$ cat config.mk
export PLATFORM = sky130hd
export DESIGN_NAME = exmem_reg_flat
export DESIGN_NICKNAME = d
export VERILOG_FILES = /design/src/rtl/exmem_if.sv /design/src/rtl/exmem_reg.sv /design/src/flat_wrapper.sv
export SDC_FILE = /design/constraint.sdc
export NUM_CORES = 1
export LEC_CHECK = 0
export ABC_AREA = 1
export ABC_CLOCK_PERIOD_IN_PS = 1500
export CAP_MARGIN = 20
export CORE_MARGIN = 8
export CORE_UTILIZATION = 40
export DETAILED_ROUTE_END_ITERATION = 8
export GPL_ROUTABILITY_DRIVEN = 0
export PLACE_DENSITY = 0.88
export SYNTH_ARGS = -nofsm -noshare
export SYNTH_HDL_FRONTEND = slang
export SYNTH_SLANG_ARGS = --single-unit
$ cat constraint.sdc
create_clock -name CLK -period 1.5 [get_ports CLK]
set_input_delay 0.225 -clock CLK [delete_from_list [all_inputs] [get_ports CLK]]
set_output_delay 0.225 -clock CLK [all_outputs]
set_load 0.05 [all_outputs]
$ cat src/rtl/exmem_if.sv
// EX/MEM pipeline register bundle: execute-side inputs, memory-side outputs.
// master drives the execute side; slave is the register itself.
interface exmem_if;
  logic        en;
  logic        flush;
  logic        ex_valid;
  logic [31:0] alu_result;
  logic        alu_zf;
  logic        alu_nf;
  logic        alu_vf;
  logic [4:0]  wsel_in;
  logic        regwen_in;
  logic        dren_in;
  logic        dwen_in;
  logic        ovf_chk_in;
  logic        halt_in;
  logic [31:0] store_in;
  logic [31:0] npc_in;

  logic        valid_out;
  logic [31:0] result_out;
  logic        zf_out;
  logic        nf_out;
  logic [4:0]  wsel_out;
  logic        regwen_out;
  logic        dren_out;
  logic        dwen_out;
  logic [31:0] store_out;
  logic [31:0] npc_out;
  logic        ovf_out;
  logic [31:0] epc_out;
  logic        halt_out;
  logic [31:0] retired_out;

  modport master (
    output en, flush, ex_valid,
    output alu_result, alu_zf, alu_nf, alu_vf,
    output wsel_in, regwen_in, dren_in, dwen_in,
    output ovf_chk_in, halt_in, store_in, npc_in,
    input  valid_out, result_out, zf_out, nf_out,
    input  wsel_out, regwen_out, dren_out, dwen_out,
    input  store_out, npc_out, ovf_out, epc_out,
    input  halt_out, retired_out
  );

  modport slave (
    input  en, flush, ex_valid,
    input  alu_result, alu_zf, alu_nf, alu_vf,
    input  wsel_in, regwen_in, dren_in, dwen_in,
    input  ovf_chk_in, halt_in, store_in, npc_in,
    output valid_out, result_out, zf_out, nf_out,
    output wsel_out, regwen_out, dren_out, dwen_out,
    output store_out, npc_out, ovf_out, epc_out,
    output halt_out, retired_out
  );
endinterface

$ cat src/rtl/exmem_reg.sv
// EX/MEM pipeline register with overflow trap capture,
// sticky halt and a saturating retired-instruction counter.
module exmem_reg (
  input  logic     CLK,
  input  logic     nRST,
  exmem_if.slave   bus
);

  logic        r_valid;
  logic [31:0] r_result;
  logic        r_zf;
  logic        r_nf;
  logic [4:0]  r_wsel;
  logic        r_regwen;
  logic        r_dren;
  logic        r_dwen;
  logic [31:0] r_store;
  logic [31:0] r_npc;
  logic        r_ovf;
  logic [31:0] r_epc;
  logic        r_halt;
  logic [31:0] r_retired;

  logic w_trap;
  logic w_keep;

  assign w_trap = bus.ex_valid & bus.ovf_chk_in & bus.alu_vf;
  // a trapping entry must not touch the register file or memory
  assign w_keep = bus.ex_valid & ~w_trap;

  always_ff @(posedge CLK or negedge nRST) begin
    if (!nRST) begin
      r_valid   <= 1'b0;
      r_result  <= '0;
      r_zf      <= 1'b0;
      r_nf      <= 1'b0;
      r_wsel    <= '0;
      r_regwen  <= 1'b0;
      r_dren    <= 1'b0;
      r_dwen    <= 1'b0;
      r_store   <= '0;
      r_npc     <= '0;
      r_ovf     <= 1'b0;
      r_epc     <= '0;
      r_halt    <= 1'b0;
      r_retired <= '0;
    end else if (r_halt) begin
      r_halt    <= 1'b1;
    end else if (bus.flush) begin
      r_valid   <= 1'b0;
      r_result  <= '0;
      r_zf      <= 1'b0;
      r_nf      <= 1'b0;
      r_wsel    <= '0;
      r_regwen  <= 1'b0;
      r_dren    <= 1'b0;
      r_dwen    <= 1'b0;
      r_store   <= '0;
      r_npc     <= '0;
      r_ovf     <= 1'b0;
    end else if (bus.en) begin
      r_valid   <= bus.ex_valid;
      r_result  <= bus.alu_result;
      r_zf      <= bus.alu_zf;
      r_nf      <= bus.alu_nf;
      r_wsel    <= bus.wsel_in;
      r_regwen  <= w_keep & bus.regwen_in;
      r_dren    <= w_keep & bus.dren_in;
      r_dwen    <= w_keep & bus.dwen_in;
      r_store   <= bus.store_in;
      r_npc     <= bus.npc_in;
      r_ovf     <= w_trap;
      if (w_trap)
        r_epc   <= bus.npc_in;
      if (bus.ex_valid & bus.halt_in)
        r_halt  <= 1'b1;
      if (bus.ex_valid && r_retired != 32'hFFFF_FFFF)
        r_retired <= r_retired + 32'd1;
    end
  end

  assign bus.valid_out   = r_valid;
  assign bus.result_out  = r_result;
  assign bus.zf_out      = r_zf;
  assign bus.nf_out      = r_nf;
  assign bus.wsel_out    = r_wsel;
  assign bus.regwen_out  = r_regwen;
  assign bus.dren_out    = r_dren;
  assign bus.dwen_out    = r_dwen;
  assign bus.store_out   = r_store;
  assign bus.npc_out     = r_npc;
  assign bus.ovf_out     = r_ovf;
  assign bus.epc_out     = r_epc;
  assign bus.halt_out    = r_halt;
  assign bus.retired_out = r_retired;

endmodule

$ cat src/flat_wrapper.sv
// flat-port wrapper written by rule: the top's interface ports become plain ports
module exmem_reg_flat 
  (CLK, nRST, bus_en, bus_flush, bus_ex_valid, bus_alu_result, bus_alu_zf, bus_alu_nf, bus_alu_vf, bus_wsel_in, bus_regwen_in, bus_dren_in, bus_dwen_in, bus_ovf_chk_in, bus_halt_in, bus_store_in, bus_npc_in, bus_valid_out, bus_result_out, bus_zf_out, bus_nf_out, bus_wsel_out, bus_regwen_out, bus_dren_out, bus_dwen_out, bus_store_out, bus_npc_out, bus_ovf_out, bus_epc_out, bus_halt_out, bus_retired_out);
  exmem_if bus_i ();
  input  logic CLK;
  input  logic nRST;
  input wire logic [$bits(bus_i.en)-1:0] bus_en;
  input wire logic [$bits(bus_i.flush)-1:0] bus_flush;
  input wire logic [$bits(bus_i.ex_valid)-1:0] bus_ex_valid;
  input wire logic [$bits(bus_i.alu_result)-1:0] bus_alu_result;
  input wire logic [$bits(bus_i.alu_zf)-1:0] bus_alu_zf;
  input wire logic [$bits(bus_i.alu_nf)-1:0] bus_alu_nf;
  input wire logic [$bits(bus_i.alu_vf)-1:0] bus_alu_vf;
  input wire logic [$bits(bus_i.wsel_in)-1:0] bus_wsel_in;
  input wire logic [$bits(bus_i.regwen_in)-1:0] bus_regwen_in;
  input wire logic [$bits(bus_i.dren_in)-1:0] bus_dren_in;
  input wire logic [$bits(bus_i.dwen_in)-1:0] bus_dwen_in;
  input wire logic [$bits(bus_i.ovf_chk_in)-1:0] bus_ovf_chk_in;
  input wire logic [$bits(bus_i.halt_in)-1:0] bus_halt_in;
  input wire logic [$bits(bus_i.store_in)-1:0] bus_store_in;
  input wire logic [$bits(bus_i.npc_in)-1:0] bus_npc_in;
  output wire logic [$bits(bus_i.valid_out)-1:0] bus_valid_out;
  output wire logic [$bits(bus_i.result_out)-1:0] bus_result_out;
  output wire logic [$bits(bus_i.zf_out)-1:0] bus_zf_out;
  output wire logic [$bits(bus_i.nf_out)-1:0] bus_nf_out;
  output wire logic [$bits(bus_i.wsel_out)-1:0] bus_wsel_out;
  output wire logic [$bits(bus_i.regwen_out)-1:0] bus_regwen_out;
  output wire logic [$bits(bus_i.dren_out)-1:0] bus_dren_out;
  output wire logic [$bits(bus_i.dwen_out)-1:0] bus_dwen_out;
  output wire logic [$bits(bus_i.store_out)-1:0] bus_store_out;
  output wire logic [$bits(bus_i.npc_out)-1:0] bus_npc_out;
  output wire logic [$bits(bus_i.ovf_out)-1:0] bus_ovf_out;
  output wire logic [$bits(bus_i.epc_out)-1:0] bus_epc_out;
  output wire logic [$bits(bus_i.halt_out)-1:0] bus_halt_out;
  output wire logic [$bits(bus_i.retired_out)-1:0] bus_retired_out;
  assign bus_i.en = bus_en;
  assign bus_i.flush = bus_flush;
  assign bus_i.ex_valid = bus_ex_valid;
  assign bus_i.alu_result = bus_alu_result;
  assign bus_i.alu_zf = bus_alu_zf;
  assign bus_i.alu_nf = bus_alu_nf;
  assign bus_i.alu_vf = bus_alu_vf;
  assign bus_i.wsel_in = bus_wsel_in;
  assign bus_i.regwen_in = bus_regwen_in;
  assign bus_i.dren_in = bus_dren_in;
  assign bus_i.dwen_in = bus_dwen_in;
  assign bus_i.ovf_chk_in = bus_ovf_chk_in;
  assign bus_i.halt_in = bus_halt_in;
  assign bus_i.store_in = bus_store_in;
  assign bus_i.npc_in = bus_npc_in;
  assign bus_valid_out = bus_i.valid_out;
  assign bus_result_out = bus_i.result_out;
  assign bus_zf_out = bus_i.zf_out;
  assign bus_nf_out = bus_i.nf_out;
  assign bus_wsel_out = bus_i.wsel_out;
  assign bus_regwen_out = bus_i.regwen_out;
  assign bus_dren_out = bus_i.dren_out;
  assign bus_dwen_out = bus_i.dwen_out;
  assign bus_store_out = bus_i.store_out;
  assign bus_npc_out = bus_i.npc_out;
  assign bus_ovf_out = bus_i.ovf_out;
  assign bus_epc_out = bus_i.epc_out;
  assign bus_halt_out = bus_i.halt_out;
  assign bus_retired_out = bus_i.retired_out;
  exmem_reg u_core (.CLK(CLK), .nRST(nRST), .bus(bus_i));
endmodule
# Yosys cells after proc, flatten, opt, wreduce, memory -nomap -nowiden

Cells that the tools add are included.

Input port bits: 114
Register bits after elaboration: 173
Output and inout port bits: 173
Word-level logic and storage cells: 57

Equality and inequality tests: 1
Add/subtract/negate cells: 1
Reduce and logical (&&, ||, !) cells: 5
Mux-type cells: 26
Bitwise gates (word level): 10

Operator list:

| operator                                                         | count |
|---|---|
| 32-bit two-way mux                                               | 6 |
| 32-bit by 1-bit adder with 32-bit output (second input constant) | 1 |
| 32-bit inequality test (second input constant)                   | 1 |
| 1-bit two-way mux                                                | 18 |
| 5-bit two-way mux                                                | 2 |
| 4-bit AND reduction                                              | 2 |
| 1-bit bitwise AND                                                | 7 |
| 1-bit inverter                                                   | 3 |
| 2-bit AND reduction                                              | 1 |
| 2-bit nonzero test                                               | 1 |
| 1-bit logical AND                                                | 1 |

# Depth between registers and ports, before layout

Gate-level depths: netlist of run 1.

Depth in word-level cells: 7
Depth in mapped cells: 11
Mapped depth without buffers: 10

# Worst setup path before layout of run 1

Ideal clock, no wire load.

Path kind: flip-flop to flip-flop
Start: register u_core.r_retired[1] (netlist: u_core.bus.retired_out[1])
End: register u_core.r_retired[9] (netlist: u_core.bus.retired_out[9])
Required time: 1,382 ps
Slack: -449 ps
Setup time: 118 ps
Buffers on the path: 1
Arrival: 1,831 ps
Period minus slack after synthesis: 1,949 ps
Stages on the path, launching flop included: 12
Cells stage by stage: dfrtp_1 > ha_1 > nand3_2 > inv_2 > nand2_1 > nor2_2 > nand3_2 > nand2_4 > inv_4 > buf_6 > nand2_2 > nand2_1

Word-level cells in the longest chain between the ends: 3
Elaborated cells on any way between the ends: 4
Those cells by class: 1 x add/sub; 1 x eq/ne; 2 x reduce/logical

RTL lines:

| what                                                                             | line            | RTL |
|---|---|---|
| start, declared                                                                  | exmem_reg.sv:22 | `logic [31:0] r_retired;` |
| start signal, assigned                                                           | exmem_reg.sv:78 | `r_retired <= r_retired + 32'd1;` |
| branches (longest 3 deep; another with 32-bit by 1-bit adder with 32-bit output) | --              |  |

Several ways; the timed one is not identified.
A chain may end at the register's enable or synchronous reset.

# Final worst setup path of run 1

Start: register u_core.r_retired[4] (netlist: u_core.bus.retired_out[4])
End: register u_core.r_retired[18] (netlist: u_core.bus.retired_out[18])

Same word-level chain as after synthesis.

==> flow_summary.ini, run 1 <==
[pwr]
switching_power_mw = 3.01
powerDensity_nw_per_um2 = 847
irDropWorstVdd_mv = 0.861
power.internal_mw = 7.54
p_leak_nw = 6.15
power_frac_seq = 0.459
p_clk_frac = 0.419
sw_frac_of_total = 0.285
comb_power_share = 0.122

[clock_tree]
cts_sinks = 173
clk_latency_ns = 0.43
cts-buffers-inserted = 17
cts_tree = built
clk_pin_slew_ns = 0.08
htreeDepth = 4
clockBufferDepth = 2
cts-root-buf = clkbuf_16

[cells_and_area]
multi_input_area_um2 = 3130
final-seq-area_um2 = 4360
final_cell_mix = 323 x nand2_1, 203 x buf_4, 157 x o21ai_0, 145 x dfrtp_1, 112 x clkdlybuf4s50_1
diodes = 0
nNetsFinal = 1374
area_delta_synth_final_pct = 64.9
mostFrequentLayoutCell = nand2_1
fillCellCount = 1348
layout-drive-gt1-share = 0.322
design_area_um2 = 12500

[place]
place_area_um2 = 11400
port-buffer-count = 286
hpwl_um = 19300

[critical_path]
endpoint_kind = register
path_cells = nand2_4 -> nor2_4 -> nand2_2 -> nor2_4 -> nand2_2 -> nor2_4 -> nand3b_1 -> nand2_1
cp_data_arrival_time_ns = 2.00
r2r_slack_ns = -0.15
crit_type = register to register
r2r-end = u_core.bus.retired_out[18]
critical_path_buf_inv_count = 0
startpoint_type = register
r2r_start = u_core.bus.retired_out[4]
critPathMaxStageDelay_ns = 0.47
crit_fanout = 4
crit_top_cell = nor2_4
slowest_stage = dfrtp_2
reg2reg_depth = 8
crit_family = simple AND/OR/NAND/NOR gates
required_ns = 1.85

[yosys]
yosysTopAreaCellShare = 0.573
synth_fp_nets = 1017
ys_types = 24
synth_warnings = 0
synth_area_leaders = dfrtp_1 57%, nand2_1 17%, o21ai_0 11%
netlist_instances = 902
netlist_area_um2 = 7560
synth_area_per_cell_um2 = 8.38
post-synth-top-area-cell = dfrtp_1
seq_area_frac_synth = 0.573
ys_ff_latch = 173

[timing]
final-setup-viol-count = 32
postLayoutSetupSlackWorst_ns = -0.152
max_clock_freq_mhz = 605
fin_skew_ns = 0.0110
holdWs_ns = 0.250
slew_violations = 0
min_period_ns = 1.65
final.period_utilization = 1.10
rsz0062_at_grt = yes
max_slew_margin = 0.689
hold_viol = 0
worstMarginPinSlew_ns = 0.467

[outcome]
violations = negative setup slack
status = finished with violations

[global_route]
grt_usage = 0.219
grt_first_pass_wirelength_um = 41800
grt_max_degree = 68
grt_antenna_before_repair = 0
grt_pass1_vias = 7958
overflow = 0

[floorplanning]
pin_count = 287
num_rows = 50
fp.dieH_um = 153
start_util = 0.405
fp.coreArea_um2 = 18600
die_w_um = 153
die_area_um2 = 23500

[detailed_routing]
wl_um = 27500
drt-pass1-iter-count = 5
avgRoutedWirePerCell_um = 18.3
drc_errors = 0
vias = 7736
first_iter_violations = 637
post_drt_via_cell_ratio = 5.14
drtAntennaViolNets = 0

[run]
maxCapViolCount = 0

[worst_hold_path]
hold_class = primary input to asynchronous set/reset pin
==> layer usage <==
metal,wire length (µm),track usage
met2,14000,0.380
met3,2110,0.0612
met5,0,0
met1,10100,0.247
met4,1260,0.105
==> worst max path at each step <==
stage	from	endpoint	slack [ns]	cells after the start
final	u_core.bus.retired_out[4]	u_core.bus.retired_out[18]	-0.15	8
after global routing	u_core.bus.retired_out[6]	u_core.bus.retired_out[18]	-0.18	9
after CTS	u_core.bus.retired_out[0]	u_core.bus.retired_out[2]	-0.05	10
after detailed placement	bus_flush	u_core.bus.retired_out[19]	-0.28	10
after global placement	bus_flush	u_core.bus.retired_out[19]	-0.21	10
after floorplan	u_core.bus.retired_out[1]	u_core.bus.retired_out[9]	-0.19	11
==> synthesized netlist by cell type <==
cell	n
nor2_4	3
inv_4	1
nand3_2	2
o21ai_1	17
nand2_4	1
nor2_2	6
buf_6	1
dfrtp_1	173
o21ai_0	160
xor2_1	5
nand3_1	12
nor2_1	47
buf_2	9
nand2_2	13
xnor2_1	10
buf_4	2
inv_2	2
nand3b_1	11
nor3_1	3
clkbuf_1	32
inv_1	50
nand2_1	338
ha_1	1
nand4_1	3
==> through the flow <==
stage	setup TNS, ns	total power, mW	setup WS [ns]	instances	utilization
5_1_grt	-3.90	10.9	-0.176	1506	0.668
3_5_place_dp	-23.25	6.23	-0.278	1458	0.611
6_report	-1.81	10.6	-0.152	1506	0.668
3_3_place_gp	-15.04	6.20	-0.209	1458	0.611
4_1_cts	-0.697	10.6	-0.0479	1498	0.653
2_1_floorplan	-3.79	5.48	-0.187	902	-
==> kinds of logic (layout without fill, tap and decap cells) <==
family | count (synthesis) | after routing | synth area share
buffers and inverters | 97 | 467 | 0.0520
XOR/XNOR | 15 | 15 | 0.0174
AO/OA/AOI/OAI | 177 | 177 | 0.117
AND/OR/NAND/NOR | 439 | 439 | 0.239
adder cells (fa/ha/maj) | 1 | 1 | 0.00166
flip-flops | 173 | 173 | 0.573
==> state kept, by name, summed over array words and instances (netlist names) <==
register,cells
u_core.bus.epc_out,32
u_core.bus.npc_out,32
u_core.bus.result_out,32
u_core.bus.retired_out,32
u_core.bus.store_out,32
u_core.bus.wsel_out,5
u_core.bus.dren_out,1
u_core.bus.dwen_out,1
u_core.bus.halt_out,1
u_core.bus.nf_out,1
u_core.bus.ovf_out,1
u_core.bus.regwen_out,1
u_core.bus.valid_out,1
u_core.bus.zf_out,1
==> repair_timing <==
item                       4_1_cts  5_1_grt
gates cloned                     0        1
setup endpoints to repair       32       37
pin swaps                        6       19
gates resized for setup         33       59
hold endpoints to repair        25        0
hold buffers                     1        0
buffers inserted                 7        9
==> layout make-up <==
| cell class | instances | share of cell area |
|---|---|---|
| well taps | 234 | 0.0235 |
| inverters | 53 | 0.0170 |
| multi-input cells | 632 | 0.251 |
| repair buffers | 382 | 0.310 |
| flip-flops and latches | 173 | 0.350 |
| clock inverters | 15 | 0.0139 |
| clock buffers | 17 | 0.0341 |
==> power groups by stage <==
| stage | clock, mW | combinational [mW] | sequential (mW) |
|---|---|---|---|
| 2_1_floorplan | 0 | 0.138 | 5.35 |
| 3_5_place_dp | 0 | 1.29 | 4.93 |
| 4_1_cts | 4.49 | 1.30 | 4.84 |
| 3_3_place_gp | 0 | 1.27 | 4.93 |
| 6_report | 4.43 | 1.28 | 4.84 |
| 5_1_grt | 4.72 | 1.36 | 4.86 |
(Power assumes the default switching activity.)
==> run 2: changes to the inputs <==
CORE_UTILIZATION = 41   (was 40)
CTS_BUF_LIST = sky130_fd_sc_hd__clkbuf_8   (was not set)
PLACE_DENSITY = 0.89   (was 0.88)
==> run 2 against run 1 <==
Effect of this change:
- the run still ends with negative setup slack left
- global-route usage rose by 1.1 points
- maximum frequency is 1.2% higher
- setup slack better by 0.020 ns
- combinational power hardly changed
- core utilization grew 1.7 points
- register-to-register slack better by 0.02 ns
- die area shrank 2.2%
- routed wire length rose by 1.5%
- total power shrank 11%
- critical path depth increased by 2
- critical path type unchanged
- largest power group unchanged
==> flow_summary.ini, run 2 (synthesized netlist as in run 1, its figures left out) <==
[detailed_routing]
wl_um = 27900
first_iter_violations = 559
drtAntennaViolNets = 0
post_drt_via_cell_ratio = 5.16
vias = 7799
drt-pass1-iter-count = 6
avgRoutedWirePerCell_um = 18.5
drc_errors = 0

[critical_path]
r2r-end = u_core.bus.retired_out[9]
crit_start = u_core.bus.retired_out[17]
crit_cells = 10
reg2reg_depth = 10
r2r_slack_ns = -0.13
critical_path_buf_inv_count = 2
critical_path.endpoint = u_core.bus.retired_out[9]
crit_type = register to register
critPathMaxStageDelay_ns = 0.44
startpoint_type = register
crit_fanout = 8
cp_data_arrival_time_ns = 2.02
r2r_start = u_core.bus.retired_out[17]
path_cells = nand2_2 -> nor2_2 -> nand2_2 -> nor2_4 -> nand3_4 -> nand2_4 -> buf_12 -> buf_8 -> nand2_1 -> nand2_1
slowest_stage = dfrtp_2
required_ns = 1.89
crit_family = simple AND/OR/NAND/NOR gates
endpoint_kind = register

[clock_tree]
clk_latency_ns = 0.47
cts_sinks = 173
clk_pin_slew_ns = 0.10
htreeDepth = 4
cts-root-buf = clkbuf_8
cts_tree = built
clockBufferDepth = 2
cts-buffers-inserted = 17

[timing]
holdWs_ns = 0.224
slew_violations = 0
max_clock_freq_mhz = 613
final.period_utilization = 1.09
final-setup-viol-count = 29
rsz0062_at_grt = yes
hold_viol = 0
min_period_ns = 1.63
fin_skew_ns = 0.0189
max_slew_margin = 0.708
postLayoutSetupSlackWorst_ns = -0.132
worstMarginPinSlew_ns = 0.438

[place]
place_area_um2 = 11300
pre_cts_slack_ns = -0.219
port-buffer-count = 286
hpwl_um = 19400
post-place-cells = 1447

[pwr]
p_leak_nw = 6.16
powerDensity_nw_per_um2 = 758
irDropWorstVdd_mv = 0.518

[cells_and_area]
multi_input_area_um2 = 3120
final-seq-area_um2 = 4360
final_cells = 1511
final_cell_mix = 312 x nand2_1, 205 x buf_4, 157 x o21ai_0, 145 x dfrtp_1, 112 x clkdlybuf4s50_1
design_area_um2 = 12300
mostFrequentLayoutCell = nand2_1
nNetsFinal = 1383
post-route-util = 0.685
fillCellCount = 1302
layout-drive-gt1-share = 0.332
area_delta_synth_final_pct = 63.4

[floorplanning]
fp.coreArea_um2 = 18000
pin_count = 287
die_area_um2 = 23000
num_rows = 49
start_util = 0.419
fp.dieH_um = 152
die_w_um = 152

[outcome]
violations = negative setup slack
status = finished with violations

[worst_hold_path]
hold_class = primary input to asynchronous set/reset pin

[global_route]
grt_max_degree = 77
grt_first_pass_wirelength_um = 41600
grt_usage = 0.231
grt_pass1_vias = 7943
grt_antenna_before_repair = 1
overflow = 0

[run]
maxCapViolCount = 0
[run 2: changes by cell type in the layout (fill, tap and decap cells not counted), moves of 5 or more]
cell       previous run  this run
clkbuf_8              0        18
clkbuf_16            18         2
nand2_1             323       312
nand2_2              25        35
nor2_4               18        12
buf_6                13        18
clkinv_8              5         0
nor2_2               14        19
[run 2: timing repair]
action / 4_1_cts / 5_1_grt
hold buffers: 1 / 0
gates cloned: 1 / 2
pin swaps: 15 / 25
endpoints found under the setup margin: 30 / 35
endpoints found under the hold margin: 97 / 0
gates resized for setup: 39 / 64
buffers inserted: 12 / 19
[run 2: power breakdown]
group	internal, mW	switching [mW]	total [mW]
clock	1.40	1.83	3.23
combinational	0.510	0.777	1.29
sequential	4.78	0.0670	4.84
[run 2: final cells by class]
type	instances	share of cell area
Antenna cell	1	0.000203
Clock buffer	18	0.0201
Clock inverter	14	0.0109
Inverter	53	0.0173
Multi-Input combinational cell	632	0.252
Sequential cell	173	0.354
Tap cell	229	0.0232
Timing Repair Buffer	391	0.322
[run 2: stage by stage]
step	TNS, ns	power (mW)
CTS	-1.61	9.45
floorplan	-3.79	5.48
finish	-2.75	9.36
global route	-5.31	9.71
detailed placement	-14.01	6.23
global placement	-6.50	6.20
[run 2: worst min-delay path by stage]
stage,cells past startpoint,slack [ns],startpoint,to
after detailed placement,1,0.12,nRST,u_core.bus.epc_out[5]
after global placement,1,0.12,nRST,u_core.bus.epc_out[9]
final,2,0.22,nRST,u_core.bus.epc_out[10]
after floorplan,0,-0.07,nRST,u_core.bus.dren_out
after CTS,2,0.19,nRST,u_core.bus.epc_out[10]
after global routing,2,0.23,nRST,u_core.bus.epc_out[8]
[run 2: worst reg2reg max path, stage by stage, from the launching register on]
cell and delay [ns]:
dfrtp_2 0.44, nand2_2 0.09, nor2_2 0.15, nand2_2 0.13, nor2_4 0.17, nand3_4 0.11, nand2_4 0.10, buf_12 0.13
buf_8 0.13, nand2_1 0.06, nand2_1 0.06
[run 2: layer usage]
| layer | wire length, µm | track usage | vias up |
|---|---|---|---|
| li1 | - | - | 3595 |
| met2 | 13800 | 0.384 | 413 |
| met5 | 0 | 0 | - |
| met4 | 1410 | 0.125 | 0 |
| met3 | 2600 | 0.0713 | 105 |
| met1 | 10100 | 0.262 | 3686 |
==> run 3: changes to the inputs <==
CORE_UTILIZATION = 40   (was 41)
PLACE_DENSITY = 0.88   (was 0.89)
SLEW_MARGIN = 25   (was not set)
==> run 3 against run 2 <==
Effect of this change:
- the flow still finishes with violations (negative setup slack)
- count of clock-buffer cells in the layout decreased by 1
- flip-flop and latch count unchanged
- global-route usage down 1.1 points
- clock skew increased by 0.0012 ns
- core utilization is 1.9 points lower
- sequential power is essentially flat
- clock power rose by 2%
- first-iteration DRC count up 6.3%
- die area increased by 2.2%
- highest routed layer unchanged
==> flow_summary.ini, run 3 (synthesized netlist as in run 1, its figures left out) <==
[run]
maxCapViolCount = 0

[critical_path]
cp_data_arrival_time_ns = 2.02
endpoint_kind = register
r2r-end = u_core.bus.retired_out[18]
crit_type = register to register
r2r_start = u_core.bus.retired_out[0]
crit_fanout = 5
required_ns = 1.83
startpoint_type = register
r2r_slack_ns = -0.18
reg2reg_depth = 10

[pwr]
power.internal_mw = 6.56
power_frac_seq = 0.513
p_clk_frac = 0.351
switching_power_mw = 2.88
comb_power_share = 0.136
irDropWorstVdd_mv = 0.871
powerDensity_nw_per_um2 = 761
sw_frac_of_total = 0.305
p_leak_nw = 6.15

[cells_and_area]
fillCellCount = 1359
layout-drive-gt1-share = 0.331
post-route-util = 0.666
design_area_um2 = 12400
area_delta_synth_final_pct = 64.2
final_cell_mix = 318 x nand2_1, 217 x buf_4, 155 x o21ai_0, 145 x dfrtp_1, 112 x clkdlybuf4s50_1
mostFrequentLayoutCell = nand2_1
nNetsFinal = 1389
diodes = 0

[floorplanning]
fp.dieH_um = 153
pin_count = 287
die_w_um = 153
die_area_um2 = 23500
fp.coreArea_um2 = 18600
start_util = 0.405
num_rows = 50

[global_route]
overflow = 0
grt_max_degree = 68
grt_pass1_vias = 7999
grt_antenna_before_repair = 0
grt_first_pass_wirelength_um = 41900
grt_usage = 0.220

[detailed_routing]
first_iter_violations = 594
drc_errors = 0
avgRoutedWirePerCell_um = 18.6
vias = 7895
post_drt_via_cell_ratio = 5.19
drt-pass1-iter-count = 6
wl_um = 28300
drtAntennaViolNets = 0

[clock_tree]
cts_sinks = 173
clk_latency_ns = 0.46
cts-root-buf = clkbuf_8
clk_pin_slew_ns = 0.12
htreeDepth = 4
clockBufferDepth = 2
cts_tree = built
cts-buffers-inserted = 17

[outcome]
status = finished with violations
violations = negative setup slack

[timing]
worstMarginPinSlew_ns = 0.464
max_slew_margin = 0.690
slew_violations = 0
min_period_ns = 1.68
hold_viol = 0
fin_skew_ns = 0.0201
max_clock_freq_mhz = 595
rsz0062_at_grt = yes
final.period_utilization = 1.12
final-setup-viol-count = 34
postLayoutSetupSlackWorst_ns = -0.181

[worst_hold_path]
hold_class = primary input to asynchronous set/reset pin

[place]
pre_cts_slack_ns = -0.278
port-buffer-count = 286
hpwl_um = 19300
place_area_um2 = 11400
[run 3: cell types whose count changed in the layout (fill, tap and decap cells not counted), sizes merged]
cell	change
bufinv	-1
buf	+5
inv	-1
clkinv	+3
diode	-1
[run 3: worst max path at each step]
stage,from,end,slack (ns),cells after the start
after floorplan,u_core.bus.retired_out[1],u_core.bus.retired_out[9],-0.19,11
final,u_core.bus.retired_out[0],u_core.bus.retired_out[18],-0.18,10
after detailed placement,bus_flush,u_core.bus.retired_out[19],-0.28,10
after global routing,u_core.bus.retired_out[14],u_core.bus.retired_out[11],-0.24,9
after CTS,u_core.bus.retired_out[0],bus_retired_out[0],-0.06,3
after global placement,bus_flush,u_core.bus.retired_out[19],-0.21,10
[run 3: power by group through the flow]
stage / Combinational [mW] / Sequential, mW / Clock (mW)
global route: 1.37 / 4.86 / 3.60
floorplan: 0.138 / 5.35 / 0
detailed placement: 1.29 / 4.93 / 0
CTS: 1.30 / 4.84 / 3.38
finish: 1.29 / 4.84 / 3.31
global placement: 1.27 / 4.93 / 0
[run 3: layout make-up]
class                      count  area (µm²)  area share
sequential                   173        4360       0.352
multi-input combinational    632        3130       0.252
inverter                      53         214      0.0172
timing repair buffer         397        4010       0.323
clock buffer                  17         234      0.0189
tap                          234         293      0.0236
clock inverter                15         173      0.0139
[run 3: worst max-delay path: stages, from the launching register on]
cell,delay (ns)
dfrtp_2,0.43
ha_4,0.16
nand3_4,0.09
inv_6,0.10
nand2_1,0.14
nor2_4,0.18
nand2_1,0.10
nor2_2,0.12
nand2_1,0.09
nand2_1,0.08
nand2_1,0.06
[run 3: metrics by stage]
| stage | instances | setup TNS [ns] | hold slack (ns) | power [mW] |
|---|---|---|---|---|
| floorplan | 902 | -3.79 | -0.0706 | 5.48 |
| global placement | 1458 | -15.04 | 0.140 | 6.20 |
| detailed placement | 1458 | -23.25 | 0.142 | 6.23 |
| CTS | 1501 | -0.855 | 0.204 | 9.52 |
| global route | 1521 | -4.66 | 0.198 | 9.82 |
| finish | 1521 | -2.73 | 0.205 | 9.44 |
[run 3: routing by layer]
layer	track usage	vias up	share of wire
met2	0.387	431	0.51
met5	0	-	0
met1	0.245	3752	0.36
met3	0.0648	109	0.081
li1	-	3603	-
met4	0.0919	0	0.045
[run 3: repair_timing]
action                                  in CTS  in global routing
pin swaps                                   11                 18
setup buffers                                9                 18
hold buffers                                 1                  0
gates resized for setup                     50                 46
cloned                                       1                  3
endpoints found under the setup margin      32                 42
hold endpoints to repair                   161                  0
